===== src/rtl/nvdla_pdp_rdma_pkg.sv =====
// Shared constants and status encodings for the PDP RDMA register-group logic.
package nvdla_pdp_rdma_pkg;

  localparam int NUM_GRP = 2;

  typedef enum logic [1:0] {
    GRP_IDLE    = 2'd0,
    GRP_RUNNING = 2'd1,
    GRP_PENDING = 2'd2
  } grp_status_e;

  // An enabled group is RUNNING when hardware owns it and PENDING when it is queued.
  function automatic grp_status_e grp_status(input logic op_en, input logic is_consumer);
    if (!op_en) begin
      return GRP_IDLE;
    end
    if (is_consumer) begin
      return GRP_RUNNING;
    end
    return GRP_PENDING;
  endfunction

endpackage


===== src/rtl/nvdla_grp_op_en_flop.sv =====
// Single register group's OP_ENABLE bit: software sets it, hardware clears it
// on layer completion, and a set attempt on an already-enabled group is
// flagged as busy instead of being applied.
module nvdla_grp_op_en_flop
  import nvdla_pdp_rdma_pkg::*;
(
  input  logic i_clk,
  input  logic i_rstn,
  input  logic i_wr,
  input  logic i_wr_data,
  input  logic i_clr,
  output logic o_op_en,
  output logic o_busy
);

  logic r_op_en;
  logic w_set;

  // A write of 0 is ignored: software has no way to abort a running layer.
  assign w_set   = i_wr & i_wr_data & ~r_op_en;
  assign o_busy  = i_wr & i_wr_data & r_op_en;
  assign o_op_en = r_op_en;

  // Enable bit: hardware clear wins; set and clear are exclusive in practice
  // because clear only happens while the bit is 1 and set only while it is 0.
  always_ff @(posedge i_clk) begin
    if (!i_rstn) begin
      r_op_en <= 1'b0;
    end else if (i_clr) begin
      r_op_en <= 1'b0;
    end else if (w_set) begin
      r_op_en <= 1'b1;
    end
  end

endmodule


===== src/rtl/nvdla_pdp_rdma_grp_ctrl.sv =====
// Ping-pong group controller for the PDP read DMA: tracks which register group
// hardware is consuming, launches one layer per enabled group, hands over to
// the other group on completion and reports per-group status and errors.
module nvdla_pdp_rdma_grp_ctrl
  import nvdla_pdp_rdma_pkg::*;
(
  input  logic       nvdla_core_clk,
  input  logic       nvdla_core_rstn,
  input  logic       producer,
  input  logic       op_en_wr_0,
  input  logic       op_en_wr_1,
  input  logic       op_en_wr_data,
  input  logic       op_done,
  input  logic       err_clr,
  output logic       consumer,
  output logic [1:0] status_0,
  output logic [1:0] status_1,
  output logic       op_en_0,
  output logic       op_en_1,
  output logic       reg_wr_grp_sel,
  output logic       dp_grp_sel,
  output logic       dp_op_en,
  output logic       dp_op_start,
  output logic       done_intr_0,
  output logic       done_intr_1,
  output logic       err_wr_busy,
  output logic       err_spurious_done
);

  logic               r_consumer;
  logic               r_launched;
  logic               r_done_intr_0;
  logic               r_done_intr_1;
  logic               r_err_wr_busy;
  logic               r_err_spurious_done;

  logic [NUM_GRP-1:0] w_op_en;
  logic [NUM_GRP-1:0] w_busy;
  logic [NUM_GRP-1:0] w_clr;
  logic               w_dp_op_en;
  logic               w_dp_op_start;
  logic               w_done_acc;
  logic               w_done_spurious;

  // ---- per-group enable bits ----
  assign w_clr[0] = w_done_acc & ~r_consumer;
  assign w_clr[1] = w_done_acc &  r_consumer;

  nvdla_grp_op_en_flop u_op_en_0 (
    .i_clk     (nvdla_core_clk),
    .i_rstn    (nvdla_core_rstn),
    .i_wr      (op_en_wr_0),
    .i_wr_data (op_en_wr_data),
    .i_clr     (w_clr[0]),
    .o_op_en   (w_op_en[0]),
    .o_busy    (w_busy[0])
  );

  nvdla_grp_op_en_flop u_op_en_1 (
    .i_clk     (nvdla_core_clk),
    .i_rstn    (nvdla_core_rstn),
    .i_wr      (op_en_wr_1),
    .i_wr_data (op_en_wr_data),
    .i_clr     (w_clr[1]),
    .o_op_en   (w_op_en[1]),
    .o_busy    (w_busy[1])
  );

  // ---- datapath handshake ----
  assign w_dp_op_en      = r_consumer ? w_op_en[1] : w_op_en[0];
  assign w_dp_op_start   = w_dp_op_en & ~r_launched;
  assign w_done_acc      = op_done & w_dp_op_en;
  assign w_done_spurious = op_done & ~w_dp_op_en;

  // Ownership hand-over and launch tracking; completion clears launched so a
  // queued group starts on the very next cycle.
  always_ff @(posedge nvdla_core_clk) begin
    if (!nvdla_core_rstn) begin
      r_consumer    <= 1'b0;
      r_launched    <= 1'b0;
      r_done_intr_0 <= 1'b0;
      r_done_intr_1 <= 1'b0;
    end else begin
      r_done_intr_0 <= w_done_acc & ~r_consumer;
      r_done_intr_1 <= w_done_acc &  r_consumer;
      if (w_done_acc) begin
        r_consumer <= ~r_consumer;
        r_launched <= 1'b0;
      end else if (w_dp_op_start) begin
        r_launched <= 1'b1;
      end
    end
  end

  // Sticky error flags; a clear in the same cycle as a new error wins.
  always_ff @(posedge nvdla_core_clk) begin
    if (!nvdla_core_rstn) begin
      r_err_wr_busy       <= 1'b0;
      r_err_spurious_done <= 1'b0;
    end else if (err_clr) begin
      r_err_wr_busy       <= 1'b0;
      r_err_spurious_done <= 1'b0;
    end else begin
      if (|w_busy) begin
        r_err_wr_busy <= 1'b1;
      end
      if (w_done_spurious) begin
        r_err_spurious_done <= 1'b1;
      end
    end
  end

  // ---- outputs ----
  assign consumer          = r_consumer;
  assign op_en_0           = w_op_en[0];
  assign op_en_1           = w_op_en[1];
  assign status_0          = grp_status(w_op_en[0], ~r_consumer);
  assign status_1          = grp_status(w_op_en[1],  r_consumer);
  assign reg_wr_grp_sel    = producer;
  assign dp_grp_sel        = r_consumer;
  assign dp_op_en          = w_dp_op_en;
  assign dp_op_start       = w_dp_op_start;
  assign done_intr_0       = r_done_intr_0;
  assign done_intr_1       = r_done_intr_1;
  assign err_wr_busy       = r_err_wr_busy;
  assign err_spurious_done = r_err_spurious_done;

endmodule


===== config.mk =====
export PLATFORM = sky130hd
export DESIGN_NAME = nvdla_pdp_rdma_grp_ctrl
export DESIGN_NICKNAME = d
export VERILOG_FILES = /design/src/rtl/nvdla_pdp_rdma_pkg.sv /design/src/rtl/nvdla_grp_op_en_flop.sv /design/src/rtl/nvdla_pdp_rdma_grp_ctrl.sv
export SDC_FILE = /design/constraint.sdc
export NUM_CORES = 1
export LEC_CHECK = 0
export CELL_PAD_IN_SITES_DETAIL_PLACEMENT = 1
export CELL_PAD_IN_SITES_GLOBAL_PLACEMENT = 1
export CORE_MARGIN = 2
export CORE_UTILIZATION = 24
export DETAILED_ROUTE_END_ITERATION = 7
export PLACE_DENSITY_LB_ADDON = 0.1
export SETUP_SLACK_MARGIN = 0.02
export SKIP_LAST_GASP = 1
export SLEW_MARGIN = 0
export SYNTH_ARGS = -nofsm -noshare
export SYNTH_HDL_FRONTEND = slang
export SYNTH_HIERARCHICAL = 1
export SYNTH_SLANG_ARGS = --single-unit
export TNS_END_PERCENT = 30

===== constraint.sdc =====
create_clock -name nvdla_core_clk -period 1.2 [get_ports nvdla_core_clk]
set_input_delay 0.24 -clock nvdla_core_clk [delete_from_list [all_inputs] [get_ports nvdla_core_clk]]
set_output_delay 0.24 -clock nvdla_core_clk [all_outputs]
set_load 0.02 [all_outputs]

# Word level (Yosys, flattened, before mapping)
# Index checks and enable logic that the tools add are counted.
[classes]
muxes = 13
n_bitwise = 17
n_reduce_logical = 5
[op_table]
columns = ["operator", "n"]
rows = [
  ["$mux 2", 8],
  ["$and 1x1->1", 11],
  ["$reduce_or 2->1", 5],
  ["$not 1->1", 6],
  ["$mux 1", 5],
]
[totals]
register_bits = 8
input_bits = 8
output_inout_bits = 15

# Longest topological paths before layout
# Gate-level depths: netlist (run 1).
[depth]
depth_word = 4
mapped_depth = 3
mapped_depth_nobuf = 3

# By module
# Netlist (run 1), hierarchy kept.
[by_module_without_submodules]
columns = ["mod", "instances", "cells_each", "area_each_um2", "seq_area_each_um2"]
rows = [
  ["nvdla_pdp_rdma_grp_ctrl", 1, 29, 282.8, 120.1],
  ["nvdla_grp_op_en_flop", 2, 4, 45.0, 20.0],
]

# Worst setup path before layout (run 1)
# Ideal clock, no wire load.
[synth_timing]
path_type = "reg2reg"
start = "reg r_consumer, in the netlist consumer"
end = "reg u_op_en_0.r_op_en, in the netlist u_op_en_0/o_op_en"
setup_ns = 0.073
t_arrival_ns = 1.191
required_time_ns = 1.127
slack_ns = -0.063
path_stages_with_launch = 4
n_path_buf = 0
synth_period_minus_slack_ns = 1.263
cell_sequence = "dfxtp_1 > and2b_2 > and2_2 > nor3b_2"
[synth_via]
elab_chain_len = 4
word_cells_on_any_way = 5
cone_classes = "mux (1); bitwise (3); reduce/logical (1)"
[synth_rtl]
columns = ["element", "line_no", "text"]
rows = [
  ["start: declaration", "nvdla_pdp_rdma_grp_ctrl.sv:30", "logic r_consumer;"],
  ["start signal: assignment", "nvdla_pdp_rdma_grp_ctrl.sv:87", "r_consumer <= ~r_consumer;"],
  ["$mux 1", "nvdla_pdp_rdma_grp_ctrl.sv:70", "assign w_dp_op_en = r_consumer ? w_op_en[1] : w_op_en[0];"],
  ["$and 1x1->1", "nvdla_pdp_rdma_grp_ctrl.sv:72", "assign w_done_acc = op_done & w_dp_op_en;"],
  ["$and 1x1->1 *", "nvdla_pdp_rdma_grp_ctrl.sv:46", "assign w_clr[0] = w_done_acc & ~r_consumer;"],
  ["named net w_clr[0]", "nvdla_pdp_rdma_grp_ctrl.sv:39", "logic [NUM_GRP-1:0] w_clr;"],
  ["$reduce_or 2->1 (no line) *", "-", ""],
  ["end signal: assignment", "nvdla_grp_op_en_flop.sv:28", "r_op_en <= 1'b0;"],
  ["end signal: assignment", "nvdla_grp_op_en_flop.sv:30", "r_op_en <= 1'b0;"],
  ["end signal: assignment", "nvdla_grp_op_en_flop.sv:32", "r_op_en <= 1'b1;"],
  ["end: declaration", "nvdla_grp_op_en_flop.sv:16", "logic r_op_en;"],
]
# The timed path passes the listed nets; every way through them passes the cells marked *.
# A chain may end at the register's enable or synchronous reset.

# Worst setup path in the final report (run 1)
[layout_timing]
start = "reg r_done_intr_0, in the netlist done_intr_0"
end = "out done_intr_0"
[layout_lines]
columns = ["element", "line_no", "text"]
rows = [
  ["start: declaration", "nvdla_pdp_rdma_grp_ctrl.sv:32", "logic r_done_intr_0;"],
  ["start signal: assignment", "nvdla_pdp_rdma_grp_ctrl.sv:84", "r_done_intr_0 <= w_done_acc & ~r_consumer;"],
  ["end: declaration", "nvdla_pdp_rdma_grp_ctrl.sv:24", "output logic done_intr_0,"],
]
# No word-level cell between the ends.

==> results of run 1 <==
==> synth_stat cells (2+ instances only) <==
| cell type | instances | area share [%] |
|---|---|---|
| sky130_fd_sc_hd__and2b_2 | 2 | 4.7 |
| sky130_fd_sc_hd__and2_2 | 3 | 6.0 |
| sky130_fd_sc_hd__buf_4 | 2 | 4.0 |
| sky130_fd_sc_hd__nor3b_1 | 2 | 4.0 |
| sky130_fd_sc_hd__a21oi_1 | 3 | 4.0 |
| sky130_fd_sc_hd__and3_2 | 4 | 8.1 |
| sky130_fd_sc_hd__dfxtp_1 | 8 | 43 |
| sky130_fd_sc_hd__nand3b_1 | 2 | 4.0 |
| sky130_fd_sc_hd__nor3b_2 | 2 | 6.7 |
==> kinds of logic (layout without fill, tap and decap cells) <==
family,count (synthesis),count (layout),share of synthesized area [%]
buffers and inverters,3,32,5.03
flip-flops,8,8,43.0
multiplexers,2,2,6.38
AO/OA/AOI/OAI,4,4,5.37
AND/OR/NAND/NOR,20,20,40.3
==> power groups by stage <==
stage	clock, mW	sequential, mW	combinational [mW]
after floorplan	0	0.310	0.0650
after global placement	0	0.296	0.173
after detailed placement	0	0.298	0.176
after CTS	0.218	0.295	0.172
after global routing	0.229	0.296	0.188
final	0.210	0.293	0.173
==> stage by stage <==
step | hold WS, ps | cells | cell area [um^2]
3_5_place_dp | 471 | 78 | 632
4_1_cts | 480 | 82 | 663
3_3_place_gp | 445 | 78 | 632
5_1_grt | 480 | 82 | 671
6_report | 477 | 82 | 671
2_1_floorplan | 316 | 37 | 374
==> state kept, by name (all words and copies together) (netlist names) <==
register	cells
done_intr_1	1
err_spurious_done	1
r_launched	1
consumer	1
u_op_en_1/o_op_en	1
u_op_en_0/o_op_en	1
err_wr_busy	1
done_intr_0	1
==> per-layer routing <==
metal	up-vias	track usage, %	wire length, um
li1	186	-	-
met3	2	6.25	85
met1	171	13.8	435
met4	0	9.09	8
met2	13	22.4	545
met5	-	0	0
==> layout make-up <==
class                   instances  area [um^2]
clock buffers                   3         22.5
fillers                       178          818
inverters                       1         3.75
multi-input cells              26          204
flip-flops and latches          8          169
well taps                      16         20.0
repair buffers                 28          251
==> worst paths after layout <==
kind	endpoint	slack [ps]
setup / recovery	done_intr_0	-190
hold / removal	err_spurious_done	480
setup reg to reg	err_spurious_done	60
hold reg to reg	err_spurious_done	480
==> timing repair <==
item | in CTS | in global routing
setup endpoints to repair | 14 | 15
resized for setup | 32 | 13
hold buffers | 0 | 0
buffers inserted | 1 | 0
gates cloned | 0 | 0
==> impl_metrics.csv, run 1 <==
group,metric,value,unit
power_and_ir_drop,cell_internal_pwr,0.489,mW
critical_path,cp.required,960,ps
critical_path,cp_slowest_cell,"sky130_fd_sc_hd__clkdlybuf4s50_1",
logic_synthesis,postSynthCellCount,37,
floorplanning,core_area,0.00149,mm^2
logic_synthesis,yosys_warn_count,6,
global_route,groute.usage.overall,13.6,%
power_and_ir_drop,switching_pwr,0.188,mW
logic_synthesis,synth.lib_cells_used.distinct,18,
logic_synthesis,synth_async_sr_flop_share,0,%
sta,skew,0.347,ps
critical_path,cp_data_arrival_time,1150,ps
sta,fin_crit,1390,ps
power_and_ir_drop,combPwrFrac,25.6,%
critical_path,critPathMaxFanout,1,
power_and_ir_drop,p_leak,0.338,nW
clock_network,tritoncts_num_sinks,8,
route,drt-wirelength-per-cell,13.1,um
logic_synthesis,synthesis.area_per_instance,10.1,um^2
global_route,grt_remaining_overflow,0,
route,vias,372,
power_and_ir_drop,fin_total_pwr,0.677,mW
route,detail_route.first_pass.iterations,1,
route,detail_route.wirelength,1080,um
run_status,run_status,"complete, but fails checks",
critical_path,cp_cell_sequence,"clkdlybuf4s50_1",
cells_and_area,area_delta_synth_final,79.9,%
clock_network,tritoncts_clock_tree,"built",
critical_path,worst_r2r_startpoint,"consumer",
global_route,grt_antenna_before_repair,0,
global_route,grt_pass1_wl,1830,um
worst_hold_path,timing.hold.worst_path_depth,2,
place,preCtsSetupSlack,-313,ps
sta,hold_violations,0,
critical_path,worstSetupPathType,"flip-flop to output pin",
critical_path,critical_path.startpoint,"done_intr_0",
route,ant_nets,0,
clock_network,worst_setup_hold_path_clk_slew,60,ps
sta,fin_crit_sh,116,%
power_and_ir_drop,share_seq_of_total_power,43.3,%
clock_network,worst_skew_pair.late_latency,250,ps
critical_path,crit_path_start_kind,"flip-flop",
power_and_ir_drop,ir_drop,0.527,mV
critical_path,cp.depth,1,
place,port_buffers,20,
cells_and_area,post-route-util,45.0,%
sta,setup_viol_count_final,11,
sta,setup_total_negative_slack,-1370,ps
worst_hold_path,min-delay-start,"err_spurious_done",
global_route,grt_start_max_net_pins,11,
route,drt-initial-drc-count,0,
floorplanning,boundaryPins,23,
power_and_ir_drop,clkPwrFrac,31.0,%
logic_synthesis,ys_seq_area_share,43.0,%
route,detail_route.vias_per_cell,4.54,
floorplanning,chipHeight,43.4,um
critical_path,rr_worst_depth,5,
critical_path,endpoint_kind,"output pin",
floorplanning,die_width,43.4,um
clock_network,cts-root-buf,"sky130_fd_sc_hd__clkbuf_4",
sta,timing.fmax,721,MHz
sta,final_critical_path_setup_slack,-187,ps
flow_run,number_of_max_cap_violations,0,
global_route,grt_pass1_vias,410,
logic_synthesis,number_of_flops_mapped_to_enable_cells_by_yosys,0,
clock_network,tritoncts.num_buffers,3,
power_and_ir_drop,power_switching_share,27.7,%
cells_and_area,nNetsFinal,76,
sta,timing.max_slew.rel_slack,80.8,%
floorplanning,initial_core_util,25.0,%
clock_network,ctsLongestPathBuffers,2,
cells_and_area,fraction_of_final_layout_cells_with_drive_strength_greater_than_1,50.0,%
power_and_ir_drop,power_density,1010,mW/mm^2
floorplanning,fp.dieArea,0.00188,mm^2
place,gp_congestion,0.750,
logic_synthesis,synth_flop_cell,"sky130_fd_sc_hd__dfxtp_1",
cells_and_area,diodes,0,
critical_path,max_stage_delay,590,ps
sta,rsz0062_at_grt,"true",
place,post-dp-hpwl,809,um
run_status,violations_in_the_final_reports,"negative setup slack",
logic_synthesis,synth_nets,45,
critical_path,critical_path.n_buffers_inverters,1,
cells_and_area,top_library_cells_by_usage_in_the_layout_fill_and_taps_aside,"8 x sky130_fd_sc_hd__clkdlybuf4s50_1, 8 x sky130_fd_sc_hd__buf_4, 5 x sky130_fd_sc_hd__dfxtp_1, 5 x sky130_fd_sc_hd__dlygate4sd2_1",
sta,final-max-slew-violation-count,0,
critical_path,path_delay_family,"buffers and inverters",
route,route.detailed.drc,0,
worst_hold_path,worst_hold_path_type,"flip-flop to flip-flop",
floorplanning,floorplan.rows,14,
logic_synthesis,synthesis.area,373,um^2
logic_synthesis,ys_ff_latch,8,
clock_network,h_tree_depth,1,
sta,tightestPinTransition,287,ps
No activity file was read; power rests on OpenSTA's default activity.
==> run 2: changes to the inputs <==
--- a/config.mk
+++ b/config.mk
@@ -10,6 +10,7 @@
 export CORE_MARGIN = 2
 export CORE_UTILIZATION = 24
 export DETAILED_ROUTE_END_ITERATION = 7
+export HOLD_SLACK_MARGIN = 0.02
 export PLACE_DENSITY_LB_ADDON = 0.1
 export SETUP_SLACK_MARGIN = 0.02
 export SKIP_LAST_GASP = 1
==> results of run 2 <==
No change in the layout: final DEF, timing and power equal those of run 1.
